--- src/rtl/dmem_arbiter.sv ---
// rtl/dmem_arbiter.sv - two-port data memory arbiter with alignment/range checks and load formatting (optional DMEM_ARB_RR_EN)
module dmem_arbiter #(
    parameter int ADDR_WIDTH = 32,
    parameter int MEM_WORDS  = 30001,
    parameter int WIDX_WIDTH = 15
) (
    input  logic                  clk,
    input  logic                  rst_n,
    input  logic                  p0_req_valid,
    output logic                  p0_req_ready,
    input  logic                  p0_req_we,
    input  logic [1:0]            p0_req_size,
    input  logic                  p0_req_unsigned,
    input  logic [ADDR_WIDTH-1:0] p0_req_addr,
    input  logic [31:0]           p0_req_wdata,
    output logic                  p0_rsp_valid,
    output logic                  p0_rsp_err,
    output logic [31:0]           p0_rsp_rdata,
    input  logic                  p1_req_valid,
    output logic                  p1_req_ready,
    input  logic                  p1_req_we,
    input  logic [1:0]            p1_req_size,
    input  logic                  p1_req_unsigned,
    input  logic [ADDR_WIDTH-1:0] p1_req_addr,
    input  logic [31:0]           p1_req_wdata,
    output logic                  p1_rsp_valid,
    output logic                  p1_rsp_err,
    output logic [31:0]           p1_rsp_rdata,
    output logic                  mem_en,
    output logic                  mem_we,
    output logic [WIDX_WIDTH-1:0] mem_addr,
    output logic [3:0]            mem_wstrb,
    output logic [31:0]           mem_wdata,
    input  logic [31:0]           mem_rdata
);

    typedef enum logic [1:0] {IDLE, WAIT, RESP} state_t;

    localparam logic [ADDR_WIDTH-1:0] MEM_WORDS_W = ADDR_WIDTH'(MEM_WORDS);

    state_t                state, state_next;
    logic                  grant0, grant1, accept;
    logic                  sel_we, sel_uns, sel_err;
    logic [1:0]            sel_size;
    logic [ADDR_WIDTH-1:0] sel_addr, sel_widx;
    logic [31:0]           sel_wdata, pos_wdata, fmt_rdata;
    logic [3:0]            pos_wstrb;
    logic                  lat_port, lat_we, lat_uns, lat_err, last_grant;
    logic [1:0]            lat_size, lat_off;
    logic [7:0]            rd_byte;
    logic [15:0]           rd_half;

    // Arbitration: grants only exist in IDLE and out of reset, so ready drops at once on rst_n
    always_comb begin
        grant0 = 1'b0;
        grant1 = 1'b0;
        if (state == IDLE && rst_n) begin
`ifdef DMEM_ARB_RR_EN
            if (p0_req_valid && p1_req_valid) begin
                grant0 = last_grant;
                grant1 = !last_grant;
            end else begin
                grant0 = p0_req_valid;
                grant1 = p1_req_valid;
            end
`else
            grant0 = p0_req_valid;
            grant1 = p1_req_valid && !p0_req_valid;
`endif
        end
    end

    // Mux the granted request and classify it; half at offset 3 is caught by the addr[0] test
    always_comb begin
        accept    = grant0 || grant1;
        sel_we    = grant1 ? p1_req_we       : p0_req_we;
        sel_size  = grant1 ? p1_req_size     : p0_req_size;
        sel_uns   = grant1 ? p1_req_unsigned : p0_req_unsigned;
        sel_addr  = grant1 ? p1_req_addr     : p0_req_addr;
        sel_wdata = grant1 ? p1_req_wdata    : p0_req_wdata;
        sel_widx  = sel_addr >> 2;
        sel_err   = (sel_size == 2'd3)
                 || (sel_size == 2'd1 && sel_addr[0])
                 || (sel_size == 2'd2 && sel_addr[1:0] != 2'd0)
                 || (sel_widx >= MEM_WORDS_W);
    end

    // Lane strobes and replicated write data (big-endian lanes: offset 0 is bits 31:24)
    always_comb begin
        case (sel_size)
            2'd0: begin
                pos_wstrb = 4'b1000 >> sel_addr[1:0];
                pos_wdata = {4{sel_wdata[7:0]}};
            end
            2'd1: begin
                pos_wstrb = sel_addr[1] ? 4'b0011 : 4'b1100;
                pos_wdata = {2{sel_wdata[15:0]}};
            end
            default: begin
                pos_wstrb = 4'b1111;
                pos_wdata = sel_wdata;
            end
        endcase
        if (!sel_we) begin
            pos_wstrb = 4'b0000;
        end
    end

    // State register
    always_ff @(posedge clk or negedge rst_n) begin
        if (!rst_n) begin
            state <= IDLE;
        end else begin
            state <= state_next;
        end
    end

    // Next-state: every accepted request, legal or not, takes exactly IDLE->WAIT->RESP
    always_comb begin
        state_next = state;
        case (state)
            IDLE:    if (accept) state_next = WAIT;
            WAIT:    state_next = RESP;
            RESP:    state_next = IDLE;
            default: state_next = IDLE;
        endcase
    end

    // Output decode: handshake and memory strobes, memory is touched only by legal accepts
    always_comb begin
        p0_req_ready = grant0;
        p1_req_ready = grant1;
        mem_en       = accept && !sel_err;
        mem_we       = mem_en && sel_we;
        mem_addr     = mem_en ? sel_addr[WIDX_WIDTH+1:2] : '0;
        mem_wstrb    = mem_en ? pos_wstrb : 4'b0000;
        mem_wdata    = mem_en ? pos_wdata : 32'd0;
    end

    // Capture the transaction context on accept; last_grant tracks the most recent winner
    always_ff @(posedge clk or negedge rst_n) begin
        if (!rst_n) begin
            lat_port   <= 1'b0;
            lat_we     <= 1'b0;
            lat_size   <= 2'd0;
            lat_uns    <= 1'b0;
            lat_off    <= 2'd0;
            lat_err    <= 1'b0;
            last_grant <= 1'b1;
        end else begin
            if (accept) begin
                lat_port <= grant1;
                lat_we   <= sel_we;
                lat_size <= sel_size;
                lat_uns  <= sel_uns;
                lat_off  <= sel_addr[1:0];
                lat_err  <= sel_err;
            end
            last_grant <= accept ? grant1 : last_grant;
        end
    end

    // Load formatting: pick the lane by latched offset, then sign- or zero-extend
    always_comb begin
        case (lat_off)
            2'd0:    rd_byte = mem_rdata[31:24];
            2'd1:    rd_byte = mem_rdata[23:16];
            2'd2:    rd_byte = mem_rdata[15:8];
            default: rd_byte = mem_rdata[7:0];
        endcase
        rd_half = lat_off[1] ? mem_rdata[15:0] : mem_rdata[31:16];
        case (lat_size)
            2'd0:    fmt_rdata = lat_uns ? {24'd0, rd_byte} : {{24{rd_byte[7]}}, rd_byte};
            2'd1:    fmt_rdata = lat_uns ? {16'd0, rd_half} : {{16{rd_half[15]}}, rd_half};
            default: fmt_rdata = mem_rdata;
        endcase
        if (lat_we || lat_err) begin
            fmt_rdata = 32'd0;
        end
    end

    // Response registers: loaded in WAIT so the pulse appears in RESP and lasts one cycle
    always_ff @(posedge clk or negedge rst_n) begin
        if (!rst_n) begin
            p0_rsp_valid <= 1'b0;
            p0_rsp_err   <= 1'b0;
            p0_rsp_rdata <= 32'd0;
            p1_rsp_valid <= 1'b0;
            p1_rsp_err   <= 1'b0;
            p1_rsp_rdata <= 32'd0;
        end else begin
            p0_rsp_valid <= 1'b0;
            p0_rsp_err   <= 1'b0;
            p1_rsp_valid <= 1'b0;
            p1_rsp_err   <= 1'b0;
            if (state == WAIT) begin
                if (lat_port) begin
                    p1_rsp_valid <= 1'b1;
                    p1_rsp_err   <= lat_err;
                    p1_rsp_rdata <= fmt_rdata;
                end else begin
                    p0_rsp_valid <= 1'b1;
                    p0_rsp_err   <= lat_err;
                    p0_rsp_rdata <= fmt_rdata;
                end
            end
        end
    end

endmodule

--- config.mk ---
export PLATFORM = sky130hd
export DESIGN_NAME = dmem_arbiter
export DESIGN_NICKNAME = d
export VERILOG_FILES = /design/src/rtl/dmem_arbiter.sv
export SDC_FILE = /design/constraint.sdc
export NUM_CORES = 1
export LEC_CHECK = 0
export CAP_MARGIN = 20
export CORE_AREA = 3 3 148 93
export CTS_CLUSTER_DIAMETER = 40
export DETAILED_ROUTE_END_ITERATION = 10
export DIE_AREA = 0 0 151 96
export HOLD_SLACK_MARGIN = 0.02
export PLACE_DENSITY = 0.88
export SYNTH_ARGS = -nofsm -noshare
export SYNTH_HDL_FRONTEND = slang
export SYNTH_SLANG_ARGS = --single-unit
--- constraint.sdc ---
create_clock -name clk -period 5.9 [get_ports clk]
set_input_delay 0.885 -clock clk [delete_from_list [all_inputs] [get_ports clk]]
set_output_delay 0.885 -clock clk [all_outputs]
set_load 0.05 [all_outputs]
==> Word-level counts from Yosys, hierarchy flattened <==
Cells that the tools add are included.
{ "classes": {"n_lt_le_gt_ge": 1, "eq_ne": 8, "shift": 1, "muxes": 30, "bitwise_logic": 1, "reduce_logical": 20} }
{ "op_table": {"columns": ["cell", "n"], "rows": [
  ["$mux W32", 6],
  ["$pmux W32 S2", 2],
  ["$ge A30 B15 Y1 const B", 1],
  ["$pmux W8 S3", 1],
  ["$mux W16", 1],
  ["$mux W15", 1],
  ["$mux W1", 12],
  ["$mux W4", 3],
  ["$eq A2 B1 Y1 const B", 4],
  ["$logic_not A2 Y1", 4],
  ["$pmux W4 S2", 1],
  ["$eq A2 B2 Y1 const B", 3],
  ["$logic_and A1 B1 Y1", 6],
  ["$logic_or A1 B1 Y1", 5],
  ["$mux W2", 2],
  ["$pmux W2 S2", 1],
  ["$reduce_and A2 Y1", 2],
  ["$shr A4 B2 Y4 const A", 1],
  ["$logic_not A1 Y1", 2],
  ["$ne A2 B2 Y1 const B", 1],
  ["$reduce_bool A2 Y1", 1],
  ["$not A1 Y1", 1]
]} }
{ "word_totals": {"regBits": 78} }

==> Longest topological paths before layout <==
Gate-level depths: netlist of the first run.
{ "depth": {"depth_word": 12, "mapped_depth": 8} }

==> Worst setup path after synthesis of the first run <==
No wires, ideal clock.
{ "synth_timing": {"path_kind": "in2out", "from": "in rst_n", "to": "out mem_wdata[10]", "arrival_ns": 4.633, "required_time_ns": 5.015, "path_slack_ns": 0.382, "cell_stages": 7, "path_buffers": 1, "path_cell_list": "nor3b_4 -> nand2_2 -> inv_2 -> mux2_2 -> a2111o_1 -> buf_6 -> a2111oi_0"} }
{ "synth_between": {"elab_chain_len": 11} }
{ "synth_lines": {"columns": ["element", "line_no", "source"], "rows": [
  ["start, declared", "8", "input logic rst_n,"],
  ["$logic_and A1 B1 Y1 (*)", "57", "if (state == IDLE && rst_n) begin"],
  ["parallel branches: the longest is 9 deep, another holds $ge A30 B15 Y1", null, null],
  ["$mux W32 (*)", "137", "mem_wdata = mem_en ? pos_wdata : 32'd0;"],
  ["end, declared", "33", "output logic [31:0] mem_wdata,"]
]} }
Every way passes the cells marked *.

==> Worst setup path in the final report of the first run <==
{ "layout_timing": {"from": "in p0_req_valid", "to": "out mem_wdata[31]"} }
{ "layout_between": {"elab_chain_len": 12} }
{ "layout_lines": {"columns": ["element", "line_no", "source"], "rows": [
  ["start, declared", "9", "input logic p0_req_valid,"],
  ["parallel branches: the longest is 11 deep, another holds $ge A30 B15 Y1", null, null],
  ["$mux W32 (*)", "137", null]
]} }
Marked as above.

==> reports/qor.yml, run 1 <==
sta:
  fin_setup_tns_ns: 0
  rsz0062_at_grt: "false"
  max_slew_margin_pct: 30.5
  hold_viol_final: 0
  finalSetupViolations: 0
  period_share_pct: 86.3
  finalMaxSlewViolations: 0
  fin_crit_ns: 5.09
  tightest_slew_ns: 1.02
  timing.fmax_mhz: 196
  fin_worst_skew_ns: 0.00438
routing:
  wirelength_um: 21400
  via_count: 5736
  drt_iter0_markers: 420
  routed_via_density: 5.62
  drt_pass1_iterations: 5
  drc: 0
  final_antenna_net_count: 0
  wire_per_inst_um: 20.9
clock_tree:
  clk_path_buf_depth: 2
  cts_hold_buf: 0
  root_buffer: "clkbuf_16"
  path_clk_slew_ns: 0.06
  post_cts_buffers: 0
  cts_sinks: 78
  tritoncts: "built"
  cts_made_buffers: 9
  ctsHtreeMaxLevel: 3
  clk-insertion-delay-late_ns: 0.33
  cts_resized: 0
global_route:
  grt-ovfl-total: 0
  antenna_found_initial: 0
  grt_pass1_wl_um: 31900
  grt_pass1_vias: 5648
  grt_max_degree: 67
  grt_usage_pct: 28.9
layout:
  utilization_pct: 72.2
  diodes: 0
  multi_input_area_um2: 3010
  drive_above_1_share_pct: 17.3
  n_fill_cell: 939
  area.sequential_um2: 1950
  syn_to_final_growth_pct: 74.0
  num-nets-final: 1018
synth:
  netlist_area_um2: 5220
  avgSynthCellArea_um2: 9.01
  synth_cells: 579
  yosysWarnings: 0
  ys_seq_area_share_pct: 37.4
  synthArstFlopShare_pct: 100
  synth_edf_count: 0
  synthDistinctLibCells: 47
  ys_ff_latch: 78
  synth_nets: 751
  yosys_most_used_dff: "dfrtp_1"
worst_setup_path:
  critPathMaxFanout: 29
  cp_cell_sequence: "clkdlybuf4s50_1 > nor2b_1 > nand2_2 > buf_4 > mux2i_4 > buf_4 > nor2_1 > a2111oi_0 > buf_12"
  worstSetupPathType: "in2out"
  slowest_stage: "a2111oi_0"
  cp.arrival_ns: 4.21
  r2r_slack_ns: 2.96
  end_kind: "output port"
  cp.required_ns: 5.02
  critPathMostFrequentCell: "buf_4"
  critPathLaunchType: "primary input"
  critPathMaxStageDelay_ns: 0.73
power:
  p_int_mw: 1.20
  power_leakage_nw: 3.55
  pwr-share-seq_pct: 35.2
  clockPowerShare_pct: 28.8
  p_comb_share_pct: 36.0
  cellPowerDensity_nw_per_um2: 207
  swShare_pct: 36.1
  p_switching_uw: 677
  ir_drop_v: 0.000165
flow_run:
  maxCapViolCount: 0
placed_design:
  dp_hpwl_um: 16900
  portBuffers: 294
  routabilityCongestion: 0.936
floorplan:
  rows: 32
  fp.dieW_um: 151
  initial_core_util_pct: 41.5
  dieArea_um2: 14500
  coreArea_um2: 12600
  io_pins: 295
  die_h_um: 96
run_status:
  status: "complete, no violations"
hold_path:
  hold_class: "reg2reg"
==> flip-flops by register name, indices dropped and copies added (netlist names), 2 cells and up <==
name	cells
lat_off	2
lat_size	2
p0_rsp_rdata	32
state	2
p1_rsp_rdata	32
==> area by class of cell <==
type                    instances  share of cell area, %
clock buffers                  10                   2.52
well taps                     170                   2.34
flip-flops and latches         78                   21.5
multi-input cells             441                   33.2
inverters                      13                  0.538
repair buffers                303                   39.3
clock inverters                 5                  0.662
==> path summary, 6_finish.rpt <==
path                                          to  cells past startpoint        startpoint
worst max register to register           lat_err                      7          state[1]
worst min register to register  p0_rsp_rdata[15]                      2  p0_rsp_rdata[15]
worst min-delay path            p0_rsp_rdata[15]                      2  p0_rsp_rdata[15]
worst max-delay path               mem_wdata[31]                      9      p0_req_valid
max in group asynchronous       p0_rsp_rdata[27]                      2             rst_n
min in group asynchronous       p0_rsp_rdata[16]                      1             rst_n
==> power by group through the flow <==
stage	logic (mW)	clock network [mW]	registers, mW
floorplan	0.238	0	0.796
global placement	0.652	0	0.664
detailed placement	0.663	0	0.667
CTS	0.666	0.546	0.658
global route	0.721	0.570	0.668
finish	0.675	0.540	0.660
==> worst max-delay path: cells and delay by family <==
family          cells  cell delay (ns)
mux                 1             0.65
compound gates      1             0.73
buf+inv             4             1.63
simple gates        3             0.28
==> kinds of logic after synthesis <==
| family | share of synthesized area, % |
|---|---|
| mux | 15.0 |
| buf+inv | 5.28 |
| flops | 37.4 |
| simple gates | 17.9 |
| compound gates | 24.4 |
==> cell usage in the layout, fill, tap and decap left out, types with 5 or more instances in the layout <==
cell type / n
mux2_2: 33
nor3_1: 27
clkdlybuf4s50_1: 240
nand2_1: 84
mux2i_1: 38
dfrtp_1: 78
buf_12: 55
a2111oi_2: 21
buf_4: 8
nor2_1: 31
a21o_1: 14
or3_1: 5
nor2b_1: 7
clkbuf_16: 9
o21bai_1: 11
and3_1: 9
o21ai_0: 88
inv_1: 12
nor4_1: 8
a21oi_1: 16
==> cells in the mapped netlist (all sizes together) (2+ instances only) <==
cell type	count	area share (%)
nand2b	2	0.24
mux2i	39	7.5
dfrtp	78	37
o21bai	11	1.6
nor4	9	1.2
inv	13	0.94
a21o	14	2.0
buf	18	2.2
and3	9	1.1
and2	2	0.24
o211ai	4	0.58
o221ai	4	0.67
clkbuf	29	2.2
o21ai	88	8.4
nand3	4	0.38
o22a	2	0.34
nor3	27	2.6
nor3b	3	0.65
nor2	31	2.2
nor4b	2	0.34
a2111oi	28	8.3
or3	5	0.60
a21oi	16	1.5
mux2	33	7.1
nor2b	7	0.84
nand2	88	6.6
nand4	4	0.48
==> stage by stage <==
step / worst slack (ns) / cell area (um^2) / instances / hold WS, ns / power [mW]
final: 0.806 / 9080 / 1020 / 0.477 / 1.87
after global routing: 0.555 / 9080 / 1020 / 0.499 / 1.96
after CTS: 0.828 / 9040 / 1018 / 0.482 / 1.87
after detailed placement: 0.839 / 8750 / 1003 / 0.469 / 1.33
after global placement: 0.888 / 8750 / 1003 / 0.460 / 1.32
after floorplan: 0.382 / 5220 / 579 / 0.460 / 1.03
==> routing by layer <==
metal / vias to the layer above / track usage [%] / wire length, um / share of wire [%]
li1: 2645 / - / - / -
met2: 288 / 47.4 / 10100 / 48
met3: 39 / 9.04 / 2080 / 9.7
met4: 0 / 8.60 / 541 / 2.5
met1: 2764 / 37.0 / 8590 / 40
met5: - / 0 / 0 / 0
No activity file was read; power rests on OpenSTA's default activity.
==> inputs of run 2 (changes only) <==
ABC_CLOCK_PERIOD_IN_PS = 5900   (was unset)
==> results of run 2 <==
Same layout as run 1: the final DEF is identical, and so are final timing and power.
==> inputs of run 3 (changes only) <==
ABC_AREA = 1   (was unset)
CORE_AREA = 2 2 144 90   (was 3 3 148 93)
DIE_AREA = 0 0 146 92   (was 0 0 151 96)
PLACE_DENSITY = 0.89   (was 0.88)
==> run 3 against run 2 <==
Compared with the run above: cell count increased by 15%; core utilization fell by 0.65 points; non-clock buffer count is 1 lower; cell area decreased by 2.8%; clock skew up 0.0040 ns; flip-flop and latch count unchanged; fmax rose by 0.42%; largest cell class unchanged.
==> reports/qor.yml, run 3 <==
run_status:
  status: "complete, no violations"
global_route:
  grt_usage_pct: 30.0  # +1.1 points
  grt_pass1_wl_um: 31700  # -0.56%
  grt-ovfl-total: 0  # unchanged
  antenna_found_initial: 1  # +1
  grt_pass1_vias: 5893  # +4.3%
  grt_max_degree: 52  # -22%
synth:
  synth_edf_count: 0  # unchanged
  synth_most_common_cell: "nand2_1"
  synth_nets: 903  # +20%
  synth_area_leaders: "dfrtp_1 (39%), nand2_1 (17%), nor2_1 (8.8%)"
  synth_cells: 731  # +26%
  avgSynthCellArea_um2: 6.85  # -24%
  synth_area_leader_cell: "dfrtp_1"
  netlist_area_um2: 5010  # -4.1%
  yosys_most_used_dff: "dfrtp_1"
  ys_top_cells_by_count: "nand2_1 (229), nor2_1 (117), dfrtp_1 (78)"
  ys_seq_area_share_pct: 39.0  # +1.6 points
  synth_top_area_share_pct: 39.0  # +1.6 points
  synthDistinctLibCells: 35  # -26%
  ys_ff_latch: 78  # unchanged
  yosysWarnings: 0  # unchanged
  synthArstFlopShare_pct: 100  # unchanged
worst_setup_path:
  critPathMostFrequentCell: "inv_2"
  critPathMaxFanout: 33  # +14%
  r2r-end: "lat_err"
  crit_buf_inv: 6  # +2
  critPathLaunchType: "primary input"
  slowest_stage: "clkdlybuf4s50_1"
  setup.worst_path.end: "mem_en"
  cp_cell_sequence: "clkdlybuf4s50_1 > nor2_4 > nand3_4 > inv_2 > buf_4 > or2_2 > o21ai_2 > inv_2 > nand2_1 > nand3_1 > nor2_2 > nand2_2 > inv_1 > buf_12"
  crit_start: "p0_req_valid"
  critPathMaxStageDelay_ns: 0.47  # -0.26 ns
  end_kind: "output port"
  cp.arrival_ns: 4.19  # -0.02 ns
  cp.required_ns: 5.02  # about the same
  critical_path.top_delay_family: "buffers and inverters"
  worstSetupPathType: "in2out"
  r2r_slack_ns: 2.48  # -0.48 ns
  r2r_cells: 13  # +6
  reg2reg_from: "state[1]"
  worst-path-stages: 14  # +5
sta:
  tightest_slew_ns: 1.03  # +0.00864 ns
  hold_viol_final: 0  # unchanged
  rsz0062_at_grt: "false"
  finalMaxSlewViolations: 0  # unchanged
  finalWorstSetupSlack_ns: 0.828  # +0.0214 ns
  finalSetupViolations: 0  # unchanged
  fin_crit_ns: 5.07  # -0.0214 ns
  fin_setup_tns_ns: 0  # unchanged
  max_slew_margin_pct: 31.4  # +0.92 points
  period_share_pct: 86.0  # -0.36 points
  timing.fmax_mhz: 197  # +0.42%
  fin_worst_skew_ns: 0.00834  # +0.00396 ns
clock_tree:
  tritoncts: "built"
  cts_made_buffers: 9  # unchanged
  root_buffer: "clkbuf_16"
  cts_resized: 0  # unchanged
  clk-insertion-delay-late_ns: 0.33  # about the same
  path_clk_slew_ns: 0.06  # about the same
  post_cts_buffers: 0  # unchanged
  ctsHtreeMaxLevel: 3  # unchanged
  cts_hold_buf: 0  # unchanged
  clk_path_buf_depth: 2  # unchanged
  cts_sinks: 78  # unchanged
power:
  power_leakage_nw: 4.06  # +14%
  ir_drop_v: 0.000156  # -5.3%
  cellPowerDensity_nw_per_um2: 194  # -6.2%
  p_total_mw: 1.71  # -8.9%
routing:
  wirelength_um: 20300  # -5.0%
  routed_via_density: 5.28  # -6.2%
  wire_per_inst_um: 17.2  # -18%
  final_antenna_net_count: 0  # unchanged
  drt_pass1_iterations: 5  # unchanged
  drt_iter0_markers: 484  # +15%
  drc: 0  # unchanged
  via_count: 6217  # +8.4%
floorplan:
  dieArea_um2: 13400  # -7.3%
  rows: 32  # unchanged
  coreArea_um2: 12300  # -1.9%
  initial_core_util_pct: 40.6  # -0.91 points
  io_pins: 295  # unchanged
  fp.dieW_um: 146  # -3.3%
  die_h_um: 92  # -4.2%
hold_path:
  hold_class: "reg2reg"
layout:
  final_area_um2: 8820  # -2.8%
  syn_to_final_growth_pct: 76.2
  reg.largest.list: "p0_rsp_rdata x32, p1_rsp_rdata x32"
  final_common_cell: "clkdlybuf4s50_1"
  num-nets-final: 1175  # +15%
  drive_above_1_share_pct: 10.8  # -6.5 points
  layout_common_cells: "clkdlybuf4s50_1 (240), nand2_1 (229), nor2_1 (117), dfrtp_1 (78), o21ai_0 (74)"
placed_design:
  place_area_um2: 8530  # -2.5%
  portBuffers: 294  # unchanged
  pre_cts_ws_ns: 0.851  # +0.0126 ns
  dp_hpwl_um: 16300  # -3.2%
  routabilityCongestion: 0.918  # -1.8%
flow_run:
  maxCapViolCount: 0  # unchanged
## run 3: cell count changes after synthesis, sizes merged, moves of 24 or more
cell | before | now
a2111oi | 28 | 0
nor2 | 31 | 127
nor3 | 27 | 3
mux2i | 39 | 10
mux2 | 33 | 0
inv | 13 | 51
nand2 | 88 | 230
## run 3: cell families (layout without fill, tap and decap cells)
| logic type | Yosys count | in the layout | share of synthesized area (%) |
|---|---|---|---|
| buffers and inverters | 93 | 369 | 8.27 |
| flip-flops | 78 | 78 | 39.0 |
| multiplexers | 10 | 10 | 2.00 |
| AND/OR/NAND/NOR | 405 | 405 | 33.9 |
| other | 0 | 1 | 0 |
| AO/OA/AOI/OAI | 145 | 145 | 16.8 |
## run 3: worst min-delay path by stage
| stage | from | to | cells past startpoint |
|---|---|---|---|
| 2_1_floorplan | state[1] | state[1] | 1 |
| 4_1_cts | p0_rsp_rdata[22] | p0_rsp_rdata[22] | 2 |
| 6_report | p0_rsp_rdata[22] | p0_rsp_rdata[22] | 2 |
| 3_3_place_gp | p1_rsp_rdata[20] | p1_rsp_rdata[20] | 2 |
| 3_5_place_dp | p1_rsp_rdata[22] | p1_rsp_rdata[22] | 2 |
| 5_1_grt | p1_rsp_rdata[0] | p1_rsp_rdata[0] | 2 |
## run 3: through the flow
step	hold WS, ns	util [%]	std cells
3_5_place_dp	0.465	69.2	1162
6_report	0.482	71.5	1178
3_3_place_gp	0.465	69.2	1162
4_1_cts	0.482	71.5	1177
5_1_grt	0.511	71.5	1178
2_1_floorplan	0.473	-	731
## run 3: metal layers
| metal | GRT usage, % | routed length [um] |
|---|---|---|
| met1 | 40.9 | 8570 |
| met2 | 47.4 | 9280 |
| met3 | 8.41 | 1970 |
| met4 | 7.52 | 476 |
| met5 | 0 | 0 |
## run 3: area by class of cell
type | instances | area [um^2]
flip-flops and latches | 78 | 1950
diodes | 1 | 2.50
inverters | 52 | 195
multi-input cells | 560 | 2640
clock inverters | 6 | 63.8
well taps | 170 | 213
fillers | 996 | 3510
repair buffers | 302 | 3530
clock buffers | 9 | 225
## run 3: worst register-to-register path: cells and delay by family (launching register included)
kind	cells	cell delay [ns]
AND/OR/NAND/NOR	8	1.76
buffers and inverters	4	1.08
flip-flops	1	0.40
AO/OA/AOI/OAI	1	0.07
## run 3: where the power goes
group | switching (mW) | leakage (nW) | total, mW | internal (mW)
Sequential | 0.0545 | 1.07 | 0.623 | 0.569
Combinational | 0.317 | 2.85 | 0.548 | 0.231
Clock | 0.214 | 0.137 | 0.538 | 0.324
